## src/rtl/alarm_sequencer.sv

```systemverilog
// Alarm sequencer: synchronises and debounces the priority encoder code, latches the active
// alarm with preemption, drives buzzer/blinking LED until acknowledged, counts alarm events.
module alarm_sequencer #(
  parameter int DEBOUNCE_CYC = 4,
  parameter int BLINK_HALF   = 8,
  parameter int CNT_W        = 8
) (
  input  logic             clk,
  input  logic             rst_n,
  input  logic [2:0]       in_code,
  input  logic             in_ack,
  output logic             out_active,
  output logic [1:0]       out_chan,
  output logic             out_buzzer,
  output logic             out_led,
  output logic             out_acked,
  output logic [CNT_W-1:0] out_event_cnt
);

  localparam int DBW = (DEBOUNCE_CYC > 1) ? $clog2(DEBOUNCE_CYC) : 1;
  localparam int BLW = (BLINK_HALF > 1) ? $clog2(BLINK_HALF) : 1;
  localparam logic [DBW-1:0] DB_LAST = DBW'(DEBOUNCE_CYC - 1);
  localparam logic [BLW-1:0] BL_LAST = BLW'(BLINK_HALF - 1);

  typedef enum logic [1:0] {
    S_IDLE  = 2'd0,
    S_ALARM = 2'd1,
    S_ACKED = 2'd2
  } state_t;

  logic [2:0]       code_s1_q, code_s2_q;
  logic             ack_s1_q, ack_s2_q, ack_s3_q;
  logic [2:0]       cand_q, cand_d;
  logic [DBW-1:0]   db_cnt_q, db_cnt_d;
  logic [2:0]       acc_q, acc_d;
  state_t           state_q, state_d;
  logic [1:0]       chan_q, chan_d;
  logic [BLW-1:0]   blink_q, blink_d;
  logic             led_q, led_d;
  logic             active_q, active_d;
  logic             buzzer_q, buzzer_d;
  logic             acked_q, acked_d;
  logic [CNT_W-1:0] cnt_q, cnt_d;

  logic ack_rise;
  logic higher;
  logic enter;

  always_comb begin
    cand_d   = cand_q;
    db_cnt_d = db_cnt_q;
    acc_d    = acc_q;
    // Any change restarts the stability window; acceptance repeats harmlessly while stable.
    if (code_s2_q != cand_q) begin
      cand_d   = code_s2_q;
      db_cnt_d = '0;
    end else if (db_cnt_q == DB_LAST) begin
      acc_d = cand_q;
    end else begin
      db_cnt_d = db_cnt_q + 1'b1;
    end
  end

  always_comb begin
    ack_rise = ack_s2_q & ~ack_s3_q;
    higher   = acc_q[2] && (acc_q[1:0] > chan_q);
    enter    = 1'b0;
    state_d  = state_q;
    chan_d   = chan_q;

    unique case (state_q)
      S_IDLE: begin
        if (acc_q[2]) begin
          state_d = S_ALARM;
          chan_d  = acc_q[1:0];
          enter   = 1'b1;
        end
      end
      S_ALARM: begin
        // Preemption outranks acknowledge: an ack landing on a preempt edge is dropped.
        if (!acc_q[2]) begin
          state_d = S_IDLE;
        end else if (higher) begin
          chan_d = acc_q[1:0];
          enter  = 1'b1;
        end else if (ack_rise) begin
          state_d = S_ACKED;
        end
      end
      S_ACKED: begin
        if (!acc_q[2]) begin
          state_d = S_IDLE;
        end else if (higher) begin
          state_d = S_ALARM;
          chan_d  = acc_q[1:0];
          enter   = 1'b1;
        end
      end
      default: begin
        state_d = S_IDLE;
      end
    endcase

    if (state_d == S_IDLE) begin
      chan_d = '0;
    end

    blink_d = '0;
    led_d   = 1'b0;
    if (enter) begin
      led_d = 1'b1;
    end else if (state_d == S_ALARM) begin
      if (blink_q == BL_LAST) begin
        led_d = ~led_q;
      end else begin
        blink_d = blink_q + 1'b1;
        led_d   = led_q;
      end
    end else begin
      led_d = (state_d == S_ACKED);
    end

    cnt_d = cnt_q;
    if (enter && (cnt_q != {CNT_W{1'b1}})) begin
      cnt_d = cnt_q + 1'b1;
    end

    active_d = (state_d != S_IDLE);
    buzzer_d = (state_d == S_ALARM);
    acked_d  = (state_d == S_ACKED);
  end

  always_ff @(posedge clk or negedge rst_n) begin
    if (!rst_n) begin
      code_s1_q <= '0;
      code_s2_q <= '0;
      ack_s1_q  <= 1'b0;
      ack_s2_q  <= 1'b0;
      ack_s3_q  <= 1'b0;
      cand_q    <= '0;
      db_cnt_q  <= '0;
      acc_q     <= '0;
      state_q   <= S_IDLE;
      chan_q    <= '0;
      blink_q   <= '0;
      led_q     <= 1'b0;
      active_q  <= 1'b0;
      buzzer_q  <= 1'b0;
      acked_q   <= 1'b0;
      cnt_q     <= '0;
    end else begin
      code_s1_q <= in_code;
      code_s2_q <= code_s1_q;
      ack_s1_q  <= in_ack;
      ack_s2_q  <= ack_s1_q;
      ack_s3_q  <= ack_s2_q;
      cand_q    <= cand_d;
      db_cnt_q  <= db_cnt_d;
      acc_q     <= acc_d;
      state_q   <= state_d;
      chan_q    <= chan_d;
      blink_q   <= blink_d;
      led_q     <= led_d;
      active_q  <= active_d;
      buzzer_q  <= buzzer_d;
      acked_q   <= acked_d;
      cnt_q     <= cnt_d;
    end
  end

  assign out_active    = active_q;
  assign out_chan      = chan_q;
  assign out_buzzer    = buzzer_q;
  assign out_led       = led_q;
  assign out_acked     = acked_q;
  assign out_event_cnt = cnt_q;

endmodule

```

## config.mk

```make
export PLATFORM = sky130hd
export DESIGN_NAME = alarm_sequencer
export DESIGN_NICKNAME = d
export VERILOG_FILES = /design/src/rtl/alarm_sequencer.sv
export SDC_FILE = /design/constraint.sdc
export NUM_CORES = 1
export LEC_CHECK = 0
export BUFFER_PORTS_ARGS = -buffer_cell sky130_fd_sc_hd__clkbuf_2
export CORE_ASPECT_RATIO = 1.1
export CORE_MARGIN = 2
export CORE_UTILIZATION = 50
export DETAILED_ROUTE_END_ITERATION = 10
export PLACE_DENSITY = 0.7
export SYNTH_ARGS = -nofsm -noshare
export SYNTH_HDL_FRONTEND = slang
export SYNTH_SLANG_ARGS = --single-unit
```

## constraint.sdc

```tcl
create_clock -name clk -period 3.35 [get_ports clk]
set_input_delay 0.1675 -clock clk [delete_from_list [all_inputs] [get_ports clk]]
set_output_delay 0.1675 -clock clk [all_outputs]
set_load 0.05 [all_outputs]
```

==> impl_metrics.tcl, run 1 <==
set metrics [dict create \
    dp_slack_ns 1.31 \
    clk_pin_slew_ns 0.12 \
    cts_root_buf "clkbuf_4" \
    fp.coreArea_um2 3280 \
    die_x_um 59.2 \
    firstDrtPassIters 6 \
    fin_crit_sh_pct 61.9 \
    crit_type "reg2reg" \
    hp-class "reg2reg" \
    antenna_found_initial 0 \
    layout_setup_ws_ns 1.28 \
    grtUsageTotal_pct 17.5 \
    ys_seq_area_share_pct 53.8 \
    diodes 0 \
    tightest_slew_ns 0.852 \
    crit_path_cell_trace "inv_1 > ha_1 > a21boi_2 > o211ai_2 > a211oi_4 > mux2_2" \
    drc 0 \
    syn-num-nets 159 \
    initial_core_util_pct 51.1 \
    ys_ff_latch 36 \
    multi_input_area_um2 724 \
    clkLatencyLatePin_ns 0.35 \
    ys.flop_type "dfrtp_1" \
    syn_avg_cell_area_um2 11.7 \
    hold_violations 0 \
    num_rows 22 \
    htree_levels 2 \
    grt_overflow_total 0 \
    cp-start-kind "flop" \
    netlist_area_um2 1680 \
    place_hpwl_um 2030 \
    ios 20 \
    drt-wirelength-per-cell_um 13.7 \
    cts_sinks 36 \
    cts_tree "done" \
    slowest_delay_ns 0.41 \
    drtIter0Drc 44 \
    portBuffers 19 \
    layout-drive-gt1-share_pct 24.1 \
    relSlewSlack_pct 43.2 \
    synth_edf_count 0 \
    max_freq_ghz 0.483 \
    die_h_um 64.7 \
    final.fill_count 273 \
    ir_drop_uv 276 \
    fin_crit_ns 2.07 \
    ys_warn_count 0 \
    ff_latch_area_um2 901 \
    async_flop_share_pct 100 \
    fin_skew_ns 0.0105 \
    finalNetCount 185 \
    cts.repair.resized 0 \
    design_area_um2 1900 \
    clk_path_buf_depth 2 \
    numCtsBuffers 5 \
    fp.dieArea_um2 3830 \
    placed_cell_area_um2 1790 \
    cts_hold_buffers 5 \
    synth.distinct_cells 37 \
    status "completed" \
    cts_setup_buffers 0 \
    cp_data_arrival_time_ns 2.31 \
    p_leak_uw 0.000935 \
    worstPathRequired_ns 3.59 \
    drt_wl_total_um 2820 \
    vias_per_cell 5.38 \
    ant_nets 0 \
    maxCapViolations 0 \
    grt_pass1_vias 1153 \
    crit_buf_inv 1 \
    setup_violations 0 \
    rsz0062_at_grt "false" \
    path_delay_family "compound AO/OA/AOI/OAI gates" \
    grt_max_degree 37 \
    end_kind "flop" \
    critPathSlowestCell "dfrtp_1" \
    dr_total_vias 1108 \
    syn2layout_area_growth_pct 13.6 \
    gp_congestion 0.804 \
    synth_cells 143 \
    critical_path.max_fanout 7 \
    drv_slew 0 \
    powerDensity_nw_per_um2 393 \
    grt_pass1_wl_um 4970 \
    setup-tns-final_ns 0 \
]
==> metal layers <==
metal  global-route usage (%)  share of wire, %  vias to the layer above
li1                         -                 -                      550
met1                     20.9                44                      530
met2                     27.6                50                       22
met3                     5.39               4.1                        6
met4                     9.38               2.1                        0
met5                        0                 0                        -
==> kinds of logic (layout without fill, tap and decap cells) <==
kind of cell | count (synthesis) | after routing | share of synthesized area [%]
buffers and inverters | 12 | 39 | 2.99
muxes | 5 | 5 | 3.29
xor gates and xnor gates | 11 | 11 | 5.75
AOI/OAI and AO/OA | 29 | 29 | 14.6
adders and majority gates | 10 | 10 | 7.47
DFF | 36 | 36 | 53.8
and+or+nand+nor | 40 | 40 | 12.2
==> per-stage QoR <==
stage	hold slack (ns)	util [%]	total power, µW	cells
6_report	0.365	58.1	748	206
5_1_grt	0.373	58.1	785	206
4_1_cts	0.369	58.1	759	206
3_5_place_dp	0.278	54.7	517	193
3_3_place_gp	0.277	54.7	514	193
2_1_floorplan	-0.128	-	497	143
==> state kept, by name, summed over array words and instances, names as in the netlist <==
name,cells
db_cnt_q,2
ack_s2_q,1
code_s2_q,3
out_event_cnt,8
out_buzzer,1
ack_s3_q,1
out_active,1
cand_q,3
blink_q,3
out_led,1
acc_q,3
out_acked,1
code_s1_q,3
ack_s1_q,1
state_q,2
out_chan,2
==> power breakdown <==
| part | total, µW | internal, µW | switching [µW] |
|---|---|---|---|
| registers | 459 | 448 | 10.9 |
| logic | 53.5 | 17.8 | 35.7 |
| clock network | 236 | 82.5 | 154 |
==> synthesized netlist by cell type (2+ instances only) <==
library cell / count / area [µm²]
o2111a_1: 2 / 22.5
o21ai_0: 6 / 30.0
dfrtp_1: 36 / 901
clkbuf_1: 3 / 11.3
inv_1: 7 / 26.3
a31oi_1: 2 / 12.5
nor2_1: 10 / 37.5
a21oi_1: 6 / 30.0
mux2_2: 4 / 45.0
ha_1: 10 / 125
xnor2_1: 8 / 70.1
nand2_1: 9 / 33.8
and2_1: 3 / 18.8
and3_1: 6 / 37.5
xor2_1: 3 / 26.3
nand4_1: 4 / 25.0
nand3_1: 4 / 20.0
==> worst register-to-register path: cells and delay by family, from the launching register on <==
kind / cells / cell delay, ns
AOI/OAI and AO/OA: 3 / 0.76
DFF: 1 / 0.41
muxes: 1 / 0.38
adders and majority gates: 1 / 0.34
buffers and inverters: 1 / 0.08
==> path summary, 6_finish.rpt <==
check / startpoint / endpoint / slack [ns] / cells after the start
max: out_chan[1]$_DFFE_PN0P_ / out_event_cnt[1]$_DFFE_PN0P_ / 1.28 / 6
min in group asynchronous: rst_n / state_q[1]$_DFF_PN0_ / 0.45 / 2
min reg2reg: ack_s1_q$_DFF_PN0_ / ack_s2_q$_DFF_PN0_ / 0.37 / 0
max reg2reg: out_chan[1]$_DFFE_PN0P_ / out_event_cnt[1]$_DFFE_PN0P_ / 1.28 / 6
max in group asynchronous: rst_n / out_event_cnt[2]$_DFFE_PN0P_ / 2.36 / 2
min: ack_s1_q$_DFF_PN0_ / ack_s2_q$_DFF_PN0_ / 0.37 / 0
==> layout by cell type (no fill, tap or decap), types with 4 or more instances in the layout <==
cell type	count
dlygate4sd3_1	5
and3_1	6
dfrtp_1	36
nor2_1	10
mux2_2	4
clkbuf_2	19
o21ai_0	6
ha_1	10
xnor2_1	8
nand4_1	4
nand3_1	4
nand2_1	9
clkbuf_4	5
a21oi_1	6
inv_1	7
==> cell type report <==
class | count | share of cell area (%)
Timing Repair Buffer | 24 | 7.63
Tap cell | 36 | 2.37
Clock buffer | 5 | 1.97
Sequential cell | 36 | 47.3
Multi-Input combinational cell | 95 | 38.1
Inverter | 7 | 1.38
Clock inverter | 3 | 1.25
(Power assumes the default switching activity.)
==> run 2, diff against run 1 <==
==> constraint.sdc (replaced) <==
create_clock -name clk -period 2.2 [get_ports clk]
set_input_delay 0.11 -clock clk [delete_from_list [all_inputs] [get_ports clk]]
set_output_delay 0.11 -clock clk [all_outputs]
set_load 0.05 [all_outputs]
==> impl_metrics.tcl, run 2 (same netlist as run 1, synthesis figures left out) <==
set metrics [dict create \
    hp-class "reg2reg" \
    worstPathRequired_ns 2.43 \
    gp_congestion 0.755 \
    fin_crit_sh_pct 93.7 \
    vias_per_cell 5.57 \
    fin_skew_ns 0.00682 \
    dr_total_vias 1165 \
    drc 0 \
    relSlewSlack_pct 43.9 \
    maxCapViolations 0 \
    fin_crit_ns 2.06 \
    rsz0062_at_grt "false" \
    powerDensity_nw_per_um2 633 \
    layout-drive-gt1-share_pct 26.0 \
    antenna_found_initial 0 \
    p_leak_uw 0.000963 \
    multi_input_area_um2 724 \
    grt_max_degree 37 \
    initial_core_util_pct 51.1 \
    finalNetCount 188 \
    total_power_uw 1230 \
    ff_latch_area_um2 902 \
    power.internal_uw 946 \
    cts_tree "done" \
    cp-start-kind "flop" \
    ant_nets 0 \
    power_frac_seq_pct 56.7 \
    die_x_um 59.2 \
    setup_violations 0 \
    r2r_start "out_chan[1]$_DFFE_PN0P_" \
    final.fill_count 271 \
    fp.dieArea_um2 3830 \
    critical_path.max_fanout 4 \
    hold_start "code_s1_q[1]$_DFF_PN0_" \
    p_clk_share_pct 36.8 \
    switchingPower_uw 285 \
    largest_reg_flops 8 \
    netSwitchingFraction_pct 23.1 \
    drt-wirelength-per-cell_um 13.9 \
    setup.worst_path.start "out_chan[1]$_DFFE_PN0P_" \
    grtUsageTotal_pct 17.9 \
    hold_violations 0 \
    clk_pin_slew_ns 0.11 \
    clk_path_buf_depth 2 \
    final_cell_mix "35 x dfrtp_1, 19 x clkbuf_2, 10 x nor2_1, 10 x ha_1, 9 x nand2_1" \
    cts_sinks 36 \
    cp_data_arrival_time_ns 2.29 \
    ios 20 \
    diodes 0 \
    grt_pass1_vias 1205 \
    fp.coreArea_um2 3280 \
    grt_overflow_total 0 \
    layout_commonest_cell "dfrtp_1" \
    setup-tns-final_ns 0 \
    crit_type "reg2reg" \
    drv_slew 0 \
    cts_root_buf "clkbuf_4" \
    end_kind "flop" \
    portBuffers 19 \
    drtIter0Drc 38 \
    tightest_slew_ns 0.842 \
    max_freq_ghz 0.485 \
    ir_drop_uv 373 \
    die_h_um 64.7 \
    firstDrtPassIters 4 \
    syn2layout_area_growth_pct 16.1 \
    grt_pass1_wl_um 5130 \
    drt_wl_total_um 2910 \
    combPwrFrac_pct 6.6 \
    status "completed" \
    place_hpwl_um 2100 \
    num_rows 22 \
    numCtsBuffers 5 \
    clkLatencyLatePin_ns 0.34 \
    htree_levels 2 \
]
[run 2: cell types whose count changed in the layout (fill, tap and decap cells not counted), sizes merged]
cell and change:
buf +3, bufinv +1, clkinvlp -1
[run 2: power by group through the flow]
| stage | Sequential (µW) | Clock (µW) | Combinational (µW) |
|---|---|---|---|
| 2_1_floorplan | 731 | 0 | 25.5 |
| 3_3_place_gp | 709 | 0 | 73.1 |
| 3_5_place_dp | 710 | 0 | 75.2 |
| 4_1_cts | 697 | 472 | 82.3 |
| 5_1_grt | 701 | 500 | 89.7 |
| 6_report | 697 | 452 | 80.9 |
[run 2: layer usage]
metal,vias up,global-route usage [%],part of all wire (%)
met1,555,21.1,42
met2,46,29.1,49
li1,556,-,-
met5,-,0,0
met3,8,5.39,6.0
met4,0,8.52,2.3
[run 2: critical path, cell delays in order (launching register included)]
cell and delay (ns):
dfrtp_2 0.39, inv_1 0.06, ha_1 0.34, and2b_4 0.20, o21a_2 0.24, o31ai_4 0.31
a21bo_2 0.29, o2111a_1 0.13
[run 2: area by class of cell]
type | count | area share (%)
inverter | 7 | 1.35
multi-input combinational | 95 | 37.2
clock buffer | 5 | 1.93
tap | 36 | 2.32
clock inverter | 3 | 2.19
sequential | 36 | 46.4
timing repair buffer | 27 | 8.62
[run 2: what timing repair did]
action / 4_1_cts / 5_1_grt
gates resized for setup: 0 / 0
hold buffers: 5 / 0
endpoints found under the hold margin: 40 / 0
endpoints found under the setup margin: 0 / 1
buffers inserted: 0 / 2
[run 2: worst paths after layout]
path	end	slack (ns)	cells past startpoint
setup / recovery	out_chan[1]$_DFFE_PN0P_	0.14	7
hold / removal	code_s2_q[1]$_DFF_PN0_	0.36	0
setup reg to reg	out_chan[1]$_DFFE_PN0P_	0.14	7
hold reg to reg	code_s2_q[1]$_DFF_PN0_	0.36	0
max in group asynchronous	out_chan[1]$_DFFE_PN0P_	1.22	2
min in group asynchronous	out_acked$_DFF_PN0_	0.40	2
[run 2: stage by stage]
step,hold WS [ns],area (µm²),cells,utilization [%],setup slack (ns)
2_1_floorplan,-0.186,1680,143,-,0.0666
5_1_grt,0.374,1950,209,59.4,0.0261
6_report,0.360,1950,209,59.4,0.139
3_3_place_gp,0.219,1800,194,55.0,0.251
3_5_place_dp,0.220,1800,194,55.0,0.172
4_1_cts,0.366,1930,207,58.9,0.144
==> run 3, diff against run 2 <==
--- a/config.mk
+++ b/config.mk
@@ -10,7 +10,9 @@
 export CORE_MARGIN = 2
 export CORE_UTILIZATION = 50
 export DETAILED_ROUTE_END_ITERATION = 10
+export GPL_ROUTABILITY_DRIVEN = 0
 export PLACE_DENSITY = 0.7
+export RECOVER_POWER = 25
 export SYNTH_ARGS = -nofsm -noshare
 export SYNTH_HDL_FRONTEND = slang
 export SYNTH_SLANG_ARGS = --single-unit
==> impl_metrics.tcl, run 3 (same netlist as run 1, synthesis figures left out) <==
set metrics [dict create \
    crit_type "reg2reg" \
    r2r_start "out_chan[1]$_DFFE_PN0P_" \
    ir_drop_uv 373 \
    r2r-end "out_chan[1]$_DFFE_PN0P_" \
    die_h_um 64.7 \
    die_x_um 59.2 \
    diodes 0 \
    fin_crit_sh_pct 93.7 \
    dr_total_vias 1163 \
    powerDensity_nw_per_um2 633 \
    crit_path_end "out_chan[1]$_DFFE_PN0P_" \
    finalNetCount 188 \
    maxCapViolations 0 \
    fp.coreArea_um2 3280 \
    reg2reg_depth 7 \
    antenna_found_initial 0 \
    worstPathRequired_ns 2.43 \
    drt-wirelength-per-cell_um 14.0 \
    p_leak_uw 0.000960 \
    cp-start-kind "flop" \
    cts_root_buf "clkbuf_4" \
    tightest_slew_ns 0.842 \
    initial_core_util_pct 51.1 \
    rrSetupSlack_ns 0.14 \
    relSlewSlack_pct 43.9 \
    numCtsBuffers 5 \
    end_kind "flop" \
    drc 0 \
    vias_per_cell 5.56 \
    fin_skew_ns 0.00672 \
    fin_crit_ns 2.06 \
    placed_cell_area_um2 1800 \
    grt_overflow_total 0 \
    clk_pin_slew_ns 0.11 \
    status "completed" \
    critical_path.max_fanout 4 \
    setup.worst_path.start "out_chan[1]$_DFFE_PN0P_" \
    hp-class "reg2reg" \
    htree_levels 2 \
    max_freq_ghz 0.485 \
    rsz0062_at_grt "false" \
    grt_pass1_wl_um 5130 \
    grt_pass1_vias 1205 \
    ios 20 \
    cts_sinks 36 \
    setup-tns-final_ns 0 \
    clk_path_buf_depth 2 \
    layout_commonest_cell "dfrtp_1" \
    fp.dieArea_um2 3830 \
    design_area_um2 1940 \
    portBuffers 19 \
    cts.repair.resized 0 \
    place_hpwl_um 2100 \
    ant_nets 0 \
    syn2layout_area_growth_pct 16.1 \
    clkLatencyLatePin_ns 0.34 \
    grtUsageTotal_pct 17.9 \
    cp_data_arrival_time_ns 2.29 \
    drv_slew 0 \
    hold_violations 0 \
    drtIter0Drc 38 \
    drt_wl_total_um 2920 \
    num_rows 22 \
    cts_tree "done" \
    grt_max_degree 37 \
    final_cell_mix "35 x dfrtp_1, 18 x clkbuf_2, 10 x nor2_1, 10 x ha_1, 9 x nand2_1" \
    setup_violations 0 \
    layout-drive-gt1-share_pct 25.4 \
    largest_reg_flops 8 \
    firstDrtPassIters 4 \
]
run 3: changes by cell type in the layout (fill, tap and decap cells not counted):
| cell | delta |
|---|---|
| clkbuf_1 | +1 |
| clkbuf_2 | -1 |
run 3: how the worst min path moves through the flow:
stage	from	to	slack (ns)	depth (start not counted)
5_1_grt	code_s1_q[1]$_DFF_PN0_	code_s2_q[1]$_DFF_PN0_	0.37	0
3_3_place_gp	in_code[1]	code_s1_q[1]$_DFF_PN0_	0.22	1
2_1_floorplan	rst_n	acc_q[0]$_DFFE_PN0P_	-0.19	0
4_1_cts	code_s1_q[1]$_DFF_PN0_	code_s2_q[1]$_DFF_PN0_	0.37	0
6_report	code_s1_q[1]$_DFF_PN0_	code_s2_q[1]$_DFF_PN0_	0.36	0
3_5_place_dp	in_code[2]	code_s1_q[2]$_DFF_PN0_	0.22	1
run 3: per-layer routing:
| metal | vias up | GRT usage, % | share of wire, % |
|---|---|---|---|
| met3 | 8 | 5.39 | 6.0 |
| met5 | - | 0 | 0 |
| li1 | 556 | - | - |
| met4 | 0 | 8.52 | 2.3 |
| met2 | 44 | 29.1 | 49 |
| met1 | 555 | 21.1 | 42 |
run 3: timing repair:
action,CTS,global route
hold buffers,5,0
setup endpoints to repair,0,1
setup buffers,0,2
endpoints found under the hold margin,40,0
run 3: cell type report:
type	count	area, µm²
inverter	7	26.3
clock inverter	3	42.5
multi-input combinational	95	724
fill	270	1330
tap	36	45.0
timing repair buffer	27	166
sequential	36	902
clock buffer	5	37.5
run 3: per-stage QoR:
stage / instances / hold WS (ns) / setup WS (ns) / power [µW] / utilization [%]
CTS: 207 / 0.366 / 0.144 / 1250 / 58.9
global route: 209 / 0.374 / 0.0261 / 1290 / 59.4
detailed placement: 194 / 0.220 / 0.172 / 786 / 55.0
floorplan: 143 / -0.186 / 0.0666 / 756 / -
finish: 209 / 0.360 / 0.139 / 1230 / 59.4
global placement: 194 / 0.219 / 0.251 / 782 / 55.0
run 3: where the power goes:
| group | internal [µW] | switching (µW) |
|---|---|---|
| logic | 27.4 | 53.4 |
| clock network | 237 | 216 |
| registers | 682 | 15.7 |
run 3: worst max-delay path, stage by stage, from the launching register on:
cell	delay [ns]
dfrtp_2	0.39
inv_1	0.06
ha_1	0.34
and2b_4	0.20
o21a_2	0.24
o31ai_4	0.31
a21bo_2	0.29
o2111a_1	0.13
